--- src/rtl/frame_pipeline_pkg.sv ---
// Shared state encodings and mode constants for the frame capture / recognition sequencer.
package frame_pipeline_pkg;

  typedef enum logic [1:0] {
    C_IDLE    = 2'd0,
    C_ARM     = 2'd1,
    C_CAPTURE = 2'd2
  } cap_state_t;

  typedef enum logic [1:0] {
    P_IDLE   = 2'd0,
    P_RECOG  = 2'd1,
    P_SEND   = 2'd2,
    P_TXWAIT = 2'd3
  } proc_state_t;

  localparam logic MODE_SINGLE = 1'b0;
  localparam logic MODE_CONT   = 1'b1;

  // Minimum cycles spent in P_TXWAIT after the Tx start pulse before busy is trusted.
  localparam logic [1:0] TXWAIT_MIN = 2'd2;

endpackage

--- src/rtl/frame_pipeline_ctrl_sync_edge.sv ---
// Multi-flop synchroniser for an asynchronous level, followed by an edge-detect flop
// that yields one-cycle rise and fall pulses in the clk domain.
module sync_edge #(
  parameter int SYNC_STAGES = 2
) (
  input  logic clk,
  input  logic rst,
  input  logic din,
  output logic rise,
  output logic fall
);

  logic [SYNC_STAGES-1:0] sync_reg;
  logic                   prev_reg;

  always_ff @(posedge clk) begin
    if (rst) begin
      sync_reg <= '0;
      prev_reg <= 1'b0;
    end else begin
      sync_reg[0] <= din;
      for (int i = 1; i < SYNC_STAGES; i++) begin
        sync_reg[i] <= sync_reg[i-1];
      end
      prev_reg <= sync_reg[SYNC_STAGES-1];
    end
  end

  assign rise = sync_reg[SYNC_STAGES-1] & ~prev_reg;
  assign fall = ~sync_reg[SYNC_STAGES-1] & prev_reg;

endmodule

--- src/rtl/frame_pipeline_ctrl.sv ---
// Capture / recognition / Tx sequencer with optional double buffering and status counters.
// Define FRAME_PIPELINE_TIMEOUT_EN to build the per-stage watchdog driving o_Error.
module frame_pipeline_ctrl
  import frame_pipeline_pkg::*;
#(
  parameter int ADDR_W      = 15,
  parameter int FRAME_BYTES = 11376,
  parameter int DATA_W      = 8,
  parameter int NUM_BANKS   = 2,
  parameter int SYNC_STAGES = 2,
  parameter int TIMEOUT_CYC = 2**20,
  parameter int CNT_W       = 16
) (
  input  logic              Clk,
  input  logic              i_Rst,
  input  logic              i_VS,
  input  logic              i_Frame_Indicator,
  input  logic              i_Mode,
  output logic              o_Capture_En,
  output logic [ADDR_W-1:0] o_Write_Base,
  output logic              o_Recog_Start,
  output logic [ADDR_W-1:0] o_Read_Base,
  input  logic              i_Recog_Done,
  input  logic [DATA_W-1:0] i_Result,
  output logic              o_Tx_Start,
  output logic [DATA_W-1:0] o_Tx_Data,
  input  logic              i_Tx_Busy,
  output logic [CNT_W-1:0]  o_Frames,
  output logic [CNT_W-1:0]  o_Dropped,
  output logic              o_Error
);

  localparam logic [ADDR_W-1:0] BANK1_BASE = ADDR_W'(FRAME_BYTES);

  cap_state_t  cap_state_reg;
  proc_state_t proc_state_reg;
  logic        armed_reg;
  logic        mode_reg;
  logic [1:0]  txw_cnt_reg;

  logic vs_rise, vs_fall, trig_rise, trig_fall_unused;
  logic bank_free, frame_done, handoff, frame_drop, tx_exit;
  logic stage_timeout, timeout_fire;
  logic [CNT_W:0] dropped_sum;

  sync_edge #(.SYNC_STAGES(SYNC_STAGES)) u_vs_sync (
    .clk  (Clk),
    .rst  (i_Rst),
    .din  (i_VS),
    .rise (vs_rise),
    .fall (vs_fall)
  );

  sync_edge #(.SYNC_STAGES(SYNC_STAGES)) u_trig_sync (
    .clk  (Clk),
    .rst  (i_Rst),
    .din  (i_Frame_Indicator),
    .rise (trig_rise),
    .fall (trig_fall_unused)
  );

  // A single bank can only be re-armed once recognition has released it.
  assign bank_free  = (NUM_BANKS == 2) ? 1'b1 : (proc_state_reg == P_IDLE);
  assign frame_done = (cap_state_reg == C_CAPTURE) && vs_rise;
  assign handoff    = frame_done && (proc_state_reg == P_IDLE);
  assign frame_drop = frame_done && (proc_state_reg != P_IDLE);
  assign tx_exit    = (txw_cnt_reg == TXWAIT_MIN) && !i_Tx_Busy;

  assign timeout_fire = stage_timeout &&
                        (((proc_state_reg == P_RECOG) && !i_Recog_Done) ||
                         ((proc_state_reg == P_TXWAIT) && !tx_exit));

  assign dropped_sum = {1'b0, o_Dropped} + (CNT_W+1)'(frame_drop) + (CNT_W+1)'(timeout_fire);

`ifdef FRAME_PIPELINE_TIMEOUT_EN
  localparam int WD_W = $clog2(TIMEOUT_CYC + 1);
  logic [WD_W-1:0] wd_cnt_reg;

  assign stage_timeout = (wd_cnt_reg == WD_W'(TIMEOUT_CYC - 1));

  // Counter is held at zero outside the two waiting stages, so each stage starts fresh.
  always_ff @(posedge Clk) begin
    if (i_Rst) begin
      wd_cnt_reg <= '0;
      o_Error    <= 1'b0;
    end else begin
      if (proc_state_reg == P_IDLE || proc_state_reg == P_SEND) begin
        wd_cnt_reg <= '0;
      end else if (!stage_timeout) begin
        wd_cnt_reg <= wd_cnt_reg + WD_W'(1);
      end
      if (timeout_fire) begin
        o_Error <= 1'b1;
      end
    end
  end
`else
  localparam int timeout_cyc_unused = TIMEOUT_CYC;
  assign stage_timeout = 1'b0;
  assign o_Error       = 1'b0;
`endif

  always_ff @(posedge Clk) begin
    if (i_Rst) begin
      cap_state_reg <= C_IDLE;
      armed_reg     <= 1'b0;
      mode_reg      <= MODE_SINGLE;
      o_Capture_En  <= 1'b0;
    end else begin
      if (cap_state_reg == C_IDLE) begin
        mode_reg <= i_Mode;
      end
      if (mode_reg == MODE_CONT || trig_rise) begin
        armed_reg <= 1'b1;
      end else if (cap_state_reg == C_ARM && vs_fall) begin
        armed_reg <= 1'b0;
      end
      case (cap_state_reg)
        C_IDLE: begin
          if (armed_reg && bank_free) cap_state_reg <= C_ARM;
        end
        C_ARM: begin
          if (vs_fall) begin
            cap_state_reg <= C_CAPTURE;
            o_Capture_En  <= 1'b1;
          end
        end
        C_CAPTURE: begin
          if (vs_rise) begin
            cap_state_reg <= C_IDLE;
            o_Capture_En  <= 1'b0;
          end
        end
        default: begin
          cap_state_reg <= C_IDLE;
          o_Capture_En  <= 1'b0;
        end
      endcase
    end
  end

  always_ff @(posedge Clk) begin
    if (i_Rst) begin
      proc_state_reg <= P_IDLE;
      txw_cnt_reg    <= '0;
      o_Recog_Start  <= 1'b0;
      o_Tx_Start     <= 1'b0;
      o_Read_Base    <= '0;
      o_Write_Base   <= '0;
      o_Tx_Data      <= '0;
      o_Frames       <= '0;
      o_Dropped      <= '0;
    end else begin
      o_Recog_Start <= 1'b0;
      o_Tx_Start    <= 1'b0;
      o_Dropped     <= dropped_sum[CNT_W] ? '1 : dropped_sum[CNT_W-1:0];
      // A dropped frame leaves the write base alone so the same bank is overwritten.
      if (handoff) begin
        o_Read_Base   <= o_Write_Base;
        o_Recog_Start <= 1'b1;
        if (NUM_BANKS == 2) begin
          o_Write_Base <= (o_Write_Base == BANK1_BASE) ? '0 : BANK1_BASE;
        end
      end
      case (proc_state_reg)
        P_IDLE: begin
          if (handoff) proc_state_reg <= P_RECOG;
        end
        P_RECOG: begin
          if (i_Recog_Done) begin
            o_Tx_Data      <= i_Result;
            proc_state_reg <= P_SEND;
          end else if (timeout_fire) begin
            proc_state_reg <= P_IDLE;
          end
        end
        P_SEND: begin
          if (!i_Tx_Busy) begin
            o_Tx_Start     <= 1'b1;
            txw_cnt_reg    <= '0;
            proc_state_reg <= P_TXWAIT;
          end
        end
        P_TXWAIT: begin
          if (txw_cnt_reg != TXWAIT_MIN) txw_cnt_reg <= txw_cnt_reg + 2'd1;
          if (tx_exit) begin
            if (o_Frames != '1) o_Frames <= o_Frames + CNT_W'(1);
            proc_state_reg <= P_IDLE;
          end else if (timeout_fire) begin
            proc_state_reg <= P_IDLE;
          end
        end
        default: proc_state_reg <= P_IDLE;
      endcase
    end
  end

endmodule
--- config.mk ---
export PLATFORM = sky130hd
export DESIGN_NAME = frame_pipeline_ctrl
export DESIGN_NICKNAME = d
export VERILOG_FILES = /design/src/rtl/frame_pipeline_pkg.sv /design/src/rtl/frame_pipeline_ctrl_sync_edge.sv /design/src/rtl/frame_pipeline_ctrl.sv
export SDC_FILE = /design/constraint.sdc
export NUM_CORES = 1
export LEC_CHECK = 0
export CORE_MARGIN = 8
export CORE_UTILIZATION = 46
export DETAILED_ROUTE_END_ITERATION = 16
export PLACE_DENSITY = 0.79
export RECOVER_POWER = 100
export SETUP_SLACK_MARGIN = 0.2
export SYNTH_ARGS = -nofsm -noshare
export SYNTH_HDL_FRONTEND = slang
export SYNTH_HIERARCHICAL = 1
export SYNTH_SLANG_ARGS = --single-unit
--- constraint.sdc ---
create_clock -name Clk -period 2.95 [get_ports Clk]
set_input_delay 0.885 -clock Clk [delete_from_list [all_inputs] [get_ports Clk]]
set_output_delay 0.885 -clock Clk [all_outputs]
set_load 0.01 [all_outputs]
## Word-level counts from Yosys, hierarchy flattened

Index checks and enable logic that the tools add are counted.

- Register bits: 87
- Input bits: 15
- Logic and storage cells: 85

- Add/sub/neg operators: 3
- Equal/unequal tests: 17
- Mux-type cells: 21
- Bitwise operators: 8
- Reductions and logical operators: 19

Operators with widths:

| cell | count |
|---|---|
| 2-to-1 mux 2 bit | 9 |
| adder 16 x 1 -> 17 bit | 1 |
| adder 16 x 1 -> 16 bit (second input constant) | 1 |
| 2-to-1 mux 16 bit | 1 |
| != test 16 bit (second input constant) | 1 |
| != test 2 bit (second input constant) | 8 |
| equality test 15 x 14 -> 1 bit (second input constant) | 1 |
| 2-to-1 mux 14 bit | 1 |
| AND reduction 3 bit | 4 |
| equality test 2 bit (second input constant) | 4 |
| case mux 2 bit (4 select lines) | 1 |
| 2-to-1 mux 1 bit | 6 |
| case mux 2 bit (3 select lines) | 1 |
| nonzero test 2 bit | 3 |
| logical AND 1 bit | 5 |
| inverter 1 bit | 5 |
| equality test 2 x 1 -> 1 bit (second input constant) | 2 |
| zero test 2 bit | 2 |
| case mux 2 bit (2 select lines) | 1 |
| AND reduction 4 bit | 1 |
| bitwise AND 1 bit | 3 |
| case mux 1 bit (3 select lines) | 1 |
| adder 2 x 1 -> 2 bit (second input constant) | 1 |
| != test 2 x 1 -> 1 bit (second input constant) | 1 |
| other kinds (4) | 4 |

## Depth between registers and ports, before layout

Gate-level depths: netlist (run 1).

- Depth in word-level cells: 6
- Depth in mapped cells: 9
- Mapped depth without buffers: 8

## Hierarchy

The synthesis (run 1) kept the hierarchy.

Modules (own cells, without submodules):

| module | times used | cells each | area an instance (µm²) |
|---|---|---|---|
| frame_pipeline_ctrl | 1 | 316 | 2646.3 |
| sync_edge | 2 | 8 | 91.3 |

## Worst setup path after synthesis (run 1)

OpenSTA, ideal clock, no wires.

- Path kind: input to register
- From: in i_Tx_Busy
- To: reg o_Frames[13]
- Library setup time: 0.121 ns
- Data arrival time: 2.125 ns
- Data required time: 2.829 ns
- Path slack: 0.704 ns
- Cell stages on the path: 5
- Path buffers: 1
- Path through: nand3b_1 -> clkbuf_1 -> or2_1 -> nor4b_1 -> mux2_2

- Cells in the longest elaborated chain, start to end: 3

Ends and longest elaborated chain:

| what | RTL line | text |
|---|---|---|
| from (decl) | frame_pipeline_ctrl.sv:27 | `input logic i_Tx_Busy,` |
| zero test 1 bit | - |  |
| logical AND 1 bit | frame_pipeline_ctrl.sv:67 | `assign tx_exit = (txw_cnt_reg == TXWAIT_MIN) && !i_Tx_Busy;` |
| AND reduction 3 bit (no line) | - |  |
| to (signal assigned) | frame_pipeline_ctrl.sv:187 | `if (o_Frames != '1) o_Frames <= o_Frames + CNT_W'(1);` |
| to (decl) | frame_pipeline_ctrl.sv:28 | `output logic [CNT_W-1:0] o_Frames,` |

Every way passes these cells.
A chain may end at the register's enable or synchronous reset.

## Final worst setup path (run 1)

- From: in i_Tx_Busy
- To: reg o_Frames[15]

The elaborated chain is that of the path after synthesis.

==> results of run 1 <==
through the flow:
step,hold WS (ps),power (mW),utilization (%)
2_1_floorplan,414,0.908,-
3_3_place_gp,417,0.928,58.2
4_1_cts,446,1.76,62.0
5_1_grt,460,1.81,61.6
3_5_place_dp,431,0.930,58.2
6_report,441,1.73,61.6
area by class of cell:
class / count / area, um^2
clock inverters: 5 / 75.1
clock buffers: 11 / 151
multi-input cells: 235 / 1380
repair buffers: 76 / 727
inverters: 10 / 37.5
well taps: 75 / 93.8
fillers: 537 / 2270
flip-flops and latches: 59 / 1180
layer usage:
layer | part of all wire, % | vias to the layer above | routed length, um
li1 | - | 1243 | -
met1 | 41 | 1165 | 2570
met2 | 49 | 84 | 3130
met3 | 8.7 | 6 | 552
met4 | 1.3 | 0 | 85
met5 | 0 | - | 0
final timing paths:
kind              depth (start not counted)  slack, ps                        startpoint                                to
setup / recovery                          5        310                         i_Tx_Busy         o_Frames[15]$_SDFFE_PP0P_
hold / removal                            1        440  u_vs_sync/sync_reg[0]$_SDFF_PP0_  u_vs_sync/sync_reg[1]$_SDFF_PP0_
setup reg to reg                          9        450    proc_state_reg[0]$_SDFFE_PP0P_           o_Dropped[0]$_SDFF_PP0_
hold reg to reg                           1        440  u_vs_sync/sync_reg[0]$_SDFF_PP0_  u_vs_sync/sync_reg[1]$_SDFF_PP0_
cells in the final DEF, fill, tap and decap left out, types with 8 or more instances in the layout:
cell,instances
xnor2_1,8
o21ai_0,10
inv_1,10
o31ai_1,8
nor2_1,25
nand3_1,15
a21oi_1,40
ha_1,8
dfxtp_1,59
clkbuf_8,11
nand2_1,22
nand4_1,8
dlygate4sd3_1,57
clkdlybuf4s50_1,11
nor2b_1,12
conb_1,19
critical path: cells and delay by family:
kind | cells | cell delay (ps)
AND/OR/NAND/NOR | 3 | 1030
buffers and inverters | 1 | 570
multiplexers | 1 | 370
where the power goes:
| group | switching [mW] | internal (mW) | leakage [nW] | total (mW) |
|---|---|---|---|---|
| Clock | 0.305 | 0.517 | 0.119 | 0.822 |
| Sequential | 0.00859 | 0.809 | 0.477 | 0.818 |
| Combinational | 0.0525 | 0.0390 | 0.863 | 0.0915 |
==> flow_results.xml, run 1 <==
<?xml version="1.0" encoding="UTF-8"?>
<metrics>
  <group name="clock_network">
    <metric name="cts_made_buffers" unit="">9</metric>
    <metric name="path_clk_slew" unit="ps">60</metric>
    <metric name="cts.repair.resized" unit="">0</metric>
    <metric name="cts.repair_timing.setup_buffer_count" unit="">0</metric>
    <metric name="worst_skew_pair.late_latency" unit="ps">330</metric>
    <metric name="cts_num_sinks" unit="">59</metric>
    <metric name="tritoncts" unit="">yes</metric>
    <metric name="cts_hold_buf" unit="">0</metric>
    <metric name="h_tree_depth" unit="">3</metric>
    <metric name="ctsRootBufferMaster" unit="">clkbuf_8</metric>
    <metric name="ctsLongestPathBuffers" unit="">2</metric>
  </group>
  <group name="timing">
    <metric name="fmaxAchievable" unit="MHz">379</metric>
    <metric name="final.period_utilization" unit="%">89.4</metric>
    <metric name="max_slew.worst_pin.slew" unit="ps">1490</metric>
    <metric name="timing_max_transition_violations_final" unit="">0</metric>
    <metric name="final.setup.worst_slack" unit="ps">312</metric>
    <metric name="max_slew_margin" unit="%">0.597</metric>
    <metric name="hold_viol" unit="">0</metric>
    <metric name="timing.clock.skew" unit="ps">6.09</metric>
    <metric name="timing.final.crit_period" unit="ps">2640</metric>
    <metric name="setup_violators_final" unit="">0</metric>
    <metric name="fin_setup_tns" unit="ps">0</metric>
    <metric name="rsz_0062_raised_after_global_routing" unit="">no</metric>
  </group>
  <group name="grt">
    <metric name="number_of_antenna_violations_at_the_first_check_in_global_routing" unit="">0</metric>
    <metric name="overflow" unit="">0</metric>
    <metric name="grt_use_total" unit="%">14.6</metric>
    <metric name="grtUsageMet3" unit="%">5.32</metric>
    <metric name="grt_start_max_net_pins" unit="">36</metric>
    <metric name="use_met1" unit="%">15.2</metric>
    <metric name="met2_track_utilization_from_global_routing" unit="%">24.9</metric>
    <metric name="global_route_wire_length_before_repair" unit="mm">10.5</metric>
    <metric name="grt-busiest-layer" unit="">met2</metric>
    <metric name="vias_in_the_first_global_route" unit="">2345</metric>
  </group>
  <group name="pwr">
    <metric name="total_power_divided_by_cell_area" unit="nW/um^2">475</metric>
    <metric name="p_leak" unit="nW">1.46</metric>
    <metric name="ir_drop" unit="uV">314</metric>
  </group>
  <group name="floorplan">
    <metric name="design.core.area" unit="um^2">5920</metric>
    <metric name="fp-row-count" unit="">28</metric>
    <metric name="die_w" unit="um">94.3</metric>
    <metric name="dieHeight" unit="um">94.3</metric>
    <metric name="initial_utilization" unit="%">47.7</metric>
    <metric name="die_area" unit="um^2">8900</metric>
    <metric name="num_io_pins" unit="">89</metric>
  </group>
  <group name="place">
    <metric name="hpwl" unit="mm">4.76</metric>
    <metric name="routabilityCongestion" unit="">0.777</metric>
    <metric name="io_buffer_count" unit="">69</metric>
    <metric name="place_worst_setup_slack" unit="ps">142</metric>
    <metric name="placed_cells" unit="">455</metric>
    <metric name="place_area" unit="um^2">3440</metric>
  </group>
  <group name="routing">
    <metric name="drt-wirelength-per-cell" unit="um">13.4</metric>
    <metric name="drt_wl_total" unit="mm">6.33</metric>
    <metric name="detail_route.iter0.violations" unit="">78</metric>
    <metric name="ant_nets" unit="">0</metric>
    <metric name="post-route-drc-count" unit="">0</metric>
    <metric name="detail_route.first_pass.iterations" unit="">4</metric>
    <metric name="route.vias.total" unit="">2498</metric>
    <metric name="detail_route.vias_per_cell" unit="">5.30</metric>
  </group>
  <group name="cells_and_area">
    <metric name="layout-area-overhead-vs-synth" unit="%">29.3</metric>
    <metric name="num_antenna_cells" unit="">0</metric>
    <metric name="drive_above_1_share" unit="%">7.83</metric>
    <metric name="nets" unit="">414</metric>
    <metric name="postLayoutCellArea" unit="um^2">3650</metric>
    <metric name="finish.cell_count_without_fillers" unit="">471</metric>
    <metric name="reg.largest.list" unit="">o_Dropped: 16 flops, o_Frames: 16 flops, o_Tx_Data: 8 flops</metric>
  </group>
  <group name="worst_setup_path">
    <metric name="setup.worst_path.end_class" unit="">flip-flop</metric>
    <metric name="cp_cell_sequence" unit="">dlygate4sd3_1 &gt; nand3b_1 &gt; or3_1 &gt; nor4_1 &gt; mux2_2</metric>
    <metric name="cp_max_fo" unit="">7</metric>
    <metric name="crit_path_start_kind" unit="">primary input</metric>
    <metric name="worst_path_largest_cell_delay" unit="ps">570</metric>
    <metric name="critPathArrivalTime" unit="ps">2860</metric>
    <metric name="timing.critical_path.required" unit="ps">3170</metric>
    <metric name="critical_path.slowest_cell" unit="">dlygate4sd3_1</metric>
    <metric name="critical_path_class" unit="">primary input to flip-flop</metric>
  </group>
  <group name="worst_hold_path">
    <metric name="worst_hold_path_type" unit="">flip-flop to flip-flop</metric>
  </group>
  <group name="synthesis">
    <metric name="syn_std_cell_area" unit="um^2">2820</metric>
    <metric name="synth-warning-count" unit="">6</metric>
    <metric name="syn-mean-instance-area" unit="um^2">8.53</metric>
    <metric name="count_of_mapped_cells_out_of_synthesis" unit="">331</metric>
  </group>
  <group name="flow_run">
    <metric name="max-cap-violations" unit="">1</metric>
  </group>
  <group name="status">
    <metric name="failed_checks" unit="">capacitance limit</metric>
    <metric name="status" unit="">finished, violations left</metric>
  </group>
</metrics>
Note: power is estimated with default switching activity, not from simulation.
==> run 2, diff against run 1 <==
Settings changed: PLACE_DENSITY 0.79 to 0.81.
==> run 2 against run 1 <==
  * Global-route usage up 0.31 points
  * Power down 10%
  * Critical path depth unchanged
  * Critical endpoint is now o_Frames[11]$_SDFFE_PP0P_
  * Final cell count unchanged
  * Maximum frequency up 0.21%
  * Core utilization down 0.89 points
  * The flow now finishes without violations
  * Non-clock buffer count unchanged
  * Worst hold slack worse by 1.9 ps
  * Count of clock-buffer cells in the layout up 3
  * Sequential cell count unchanged
==> flow_results.xml, run 2 (synthesized netlist as in run 1, its figures left out) <==
<?xml version="1.0" encoding="UTF-8"?>
<metrics>
  <group name="grt">
    <metric name="global_route_wire_length_before_repair" unit="mm">10.5</metric>
    <metric name="grt_start_max_net_pins" unit="">34</metric>
    <metric name="overflow" unit="">0</metric>
    <metric name="grt_use_total" unit="%">14.9</metric>
    <metric name="vias_in_the_first_global_route" unit="">2356</metric>
    <metric name="number_of_antenna_violations_at_the_first_check_in_global_routing" unit="">0</metric>
  </group>
  <group name="clock_network">
    <metric name="cts.repair_timing.setup_buffer_count" unit="">0</metric>
    <metric name="ctsLongestPathBuffers" unit="">2</metric>
    <metric name="ctsRootBufferMaster" unit="">clkbuf_8</metric>
    <metric name="worst_skew_pair.late_latency" unit="ps">330</metric>
    <metric name="path_clk_slew" unit="ps">60</metric>
    <metric name="cts_hold_buf" unit="">0</metric>
    <metric name="cts.repair.resized" unit="">0</metric>
    <metric name="h_tree_depth" unit="">3</metric>
    <metric name="cts_made_buffers" unit="">9</metric>
    <metric name="tritoncts" unit="">yes</metric>
    <metric name="cts_num_sinks" unit="">59</metric>
  </group>
  <group name="worst_setup_path">
    <metric name="worstRegToRegCells" unit="">9</metric>
    <metric name="setup.worst_path.end_class" unit="">flip-flop</metric>
    <metric name="timing.critical_path.required" unit="ps">3190</metric>
    <metric name="crit_path_start_kind" unit="">primary input</metric>
    <metric name="worstSetupStartpoint" unit="">i_Tx_Busy</metric>
    <metric name="critPathArrivalTime" unit="ps">2870</metric>
    <metric name="timing.rr.start" unit="">proc_state_reg[0]$_SDFFE_PP0P_</metric>
    <metric name="regToRegSetupSlack" unit="ps">480</metric>
    <metric name="critical_path_class" unit="">primary input to flip-flop</metric>
    <metric name="rr_endpoint" unit="">o_Dropped[10]$_SDFF_PP0_</metric>
    <metric name="cp_max_fo" unit="">8</metric>
    <metric name="crit_path_end" unit="">o_Frames[11]$_SDFFE_PP0P_</metric>
  </group>
  <group name="timing">
    <metric name="hold_viol" unit="">0</metric>
    <metric name="max_slew.worst_pin.slew" unit="ps">1460</metric>
    <metric name="final.period_utilization" unit="%">89.3</metric>
    <metric name="timing.final.crit_period" unit="ps">2630</metric>
    <metric name="timing.clock.skew" unit="ps">6.48</metric>
    <metric name="rsz_0062_raised_after_global_routing" unit="">no</metric>
    <metric name="fmaxAchievable" unit="MHz">380</metric>
    <metric name="max_slew_margin" unit="%">2.79</metric>
    <metric name="timing_max_transition_violations_final" unit="">0</metric>
    <metric name="setup_violators_final" unit="">0</metric>
    <metric name="fin_setup_tns" unit="ps">0</metric>
  </group>
  <group name="routing">
    <metric name="route.vias.total" unit="">2448</metric>
    <metric name="detail_route.iter0.violations" unit="">131</metric>
    <metric name="drt-wirelength-per-cell" unit="um">13.9</metric>
    <metric name="post-route-drc-count" unit="">0</metric>
    <metric name="ant_nets" unit="">0</metric>
    <metric name="detail_route.first_pass.iterations" unit="">4</metric>
    <metric name="drt_wl_total" unit="mm">6.56</metric>
    <metric name="detail_route.vias_per_cell" unit="">5.20</metric>
  </group>
  <group name="floorplan">
    <metric name="die_area" unit="um^2">8900</metric>
    <metric name="initial_utilization" unit="%">47.7</metric>
    <metric name="design.core.area" unit="um^2">5920</metric>
    <metric name="dieHeight" unit="um">94.3</metric>
    <metric name="die_w" unit="um">94.3</metric>
    <metric name="num_io_pins" unit="">89</metric>
    <metric name="fp-row-count" unit="">28</metric>
  </group>
  <group name="pwr">
    <metric name="switchingPower" unit="mW">0.355</metric>
    <metric name="total_power_divided_by_cell_area" unit="nW/um^2">432</metric>
    <metric name="ir_drop" unit="uV">293</metric>
    <metric name="p_leak" unit="nW">1.43</metric>
    <metric name="totalPowerFinal" unit="mW">1.55</metric>
    <metric name="share_seq_of_total_power" unit="%">52.7</metric>
    <metric name="pwr-share-comb" unit="%">6.0</metric>
    <metric name="power_frac_clock" unit="%">41.3</metric>
    <metric name="p_sw_share" unit="%">22.9</metric>
    <metric name="cell_internal_pwr" unit="mW">1.20</metric>
  </group>
  <group name="cells_and_area">
    <metric name="num_antenna_cells" unit="">0</metric>
    <metric name="layout_commonest_cell" unit="">dfxtp_1</metric>
    <metric name="layout-area-overhead-vs-synth" unit="%">27.4</metric>
    <metric name="drive_above_1_share" unit="%">6.57</metric>
    <metric name="nets" unit="">414</metric>
    <metric name="reg.largest.list" unit="">o_Dropped: 16 flops, o_Frames: 16 flops, o_Tx_Data: 8 flops</metric>
    <metric name="mostFrequentLayoutCells" unit="">59 x dfxtp_1, 56 x dlygate4sd3_1, 40 x a21oi_1, 25 x nor2_1, 22 x nand2_1</metric>
  </group>
  <group name="worst_hold_path">
    <metric name="worst_hold_path_type" unit="">flip-flop to flip-flop</metric>
  </group>
  <group name="status">
    <metric name="status" unit="">finished clean</metric>
  </group>
  <group name="place">
    <metric name="hpwl" unit="mm">4.75</metric>
    <metric name="io_buffer_count" unit="">69</metric>
    <metric name="routabilityCongestion" unit="">0.827</metric>
  </group>
  <group name="flow_run">
    <metric name="max-cap-violations" unit="">0</metric>
  </group>
</metrics>
## run 2: worst min-delay path by stage
stage	startpoint	end	slack (ps)	cells after the start
4_1_cts	u_vs_sync/sync_reg[0]$_SDFF_PP0_	u_vs_sync/sync_reg[1]$_SDFF_PP0_	440	1
2_1_floorplan	u_trig_sync/sync_reg[0]$_SDFF_PP0_	u_trig_sync/sync_reg[1]$_SDFF_PP0_	410	1
3_5_place_dp	u_vs_sync/sync_reg[0]$_SDFF_PP0_	u_vs_sync/sync_reg[1]$_SDFF_PP0_	430	1
6_report	u_vs_sync/sync_reg[0]$_SDFF_PP0_	u_vs_sync/sync_reg[1]$_SDFF_PP0_	440	1
3_3_place_gp	u_vs_sync/sync_reg[0]$_SDFF_PP0_	u_vs_sync/sync_reg[1]$_SDFF_PP0_	420	1
5_1_grt	u_vs_sync/sync_reg[0]$_SDFF_PP0_	u_vs_sync/sync_reg[1]$_SDFF_PP0_	450	1
## run 2: area by class of cell
| type | instances | area (um^2) |
|---|---|---|
| multi-input combinational | 235 | 1390 |
| sequential | 59 | 1180 |
| inverter | 10 | 37.5 |
| tap | 75 | 93.8 |
| fill | 542 | 2320 |
| timing repair buffer | 76 | 726 |
| clock buffer | 14 | 163 |
| clock inverter | 2 | 10.0 |
## run 2: through the flow
step                      cell area, um^2  cells  hold WS, ps  util, %  worst slack, ps
after floorplan                      2890    349          414        -              704
after global placement               3440    455          416     58.2              148
after detailed placement             3440    455          427     58.2             94.8
after CTS                            3620    471          441     61.1              472
after global routing                 3600    471          450     60.8              205
final                                3600    471          439     60.8              317
## run 2: critical path, cell delays in order
cell and delay (ps):
dlygate4sd3_1 550, nand3b_1 280, or3_1 500, or4_1 500, a21oi_1 160
## run 2: power groups by stage
stage	registers, mW	clock network (mW)	logic, mW
finish	0.819	0.642	0.0925
global route	0.819	0.712	0.103
global placement	0.836	0	0.0920
detailed placement	0.836	0	0.0943
CTS	0.819	0.664	0.0951
floorplan	0.834	0	0.0741
## run 2: layer usage
metal | vias up | track usage (%) | routed length, um
li1 | 1243 | - | -
met1 | 1117 | 15.4 | 2730
met2 | 74 | 25.0 | 3170
met3 | 14 | 6.27 | 520
met4 | 0 | 8.32 | 141
met5 | - | 0 | 0
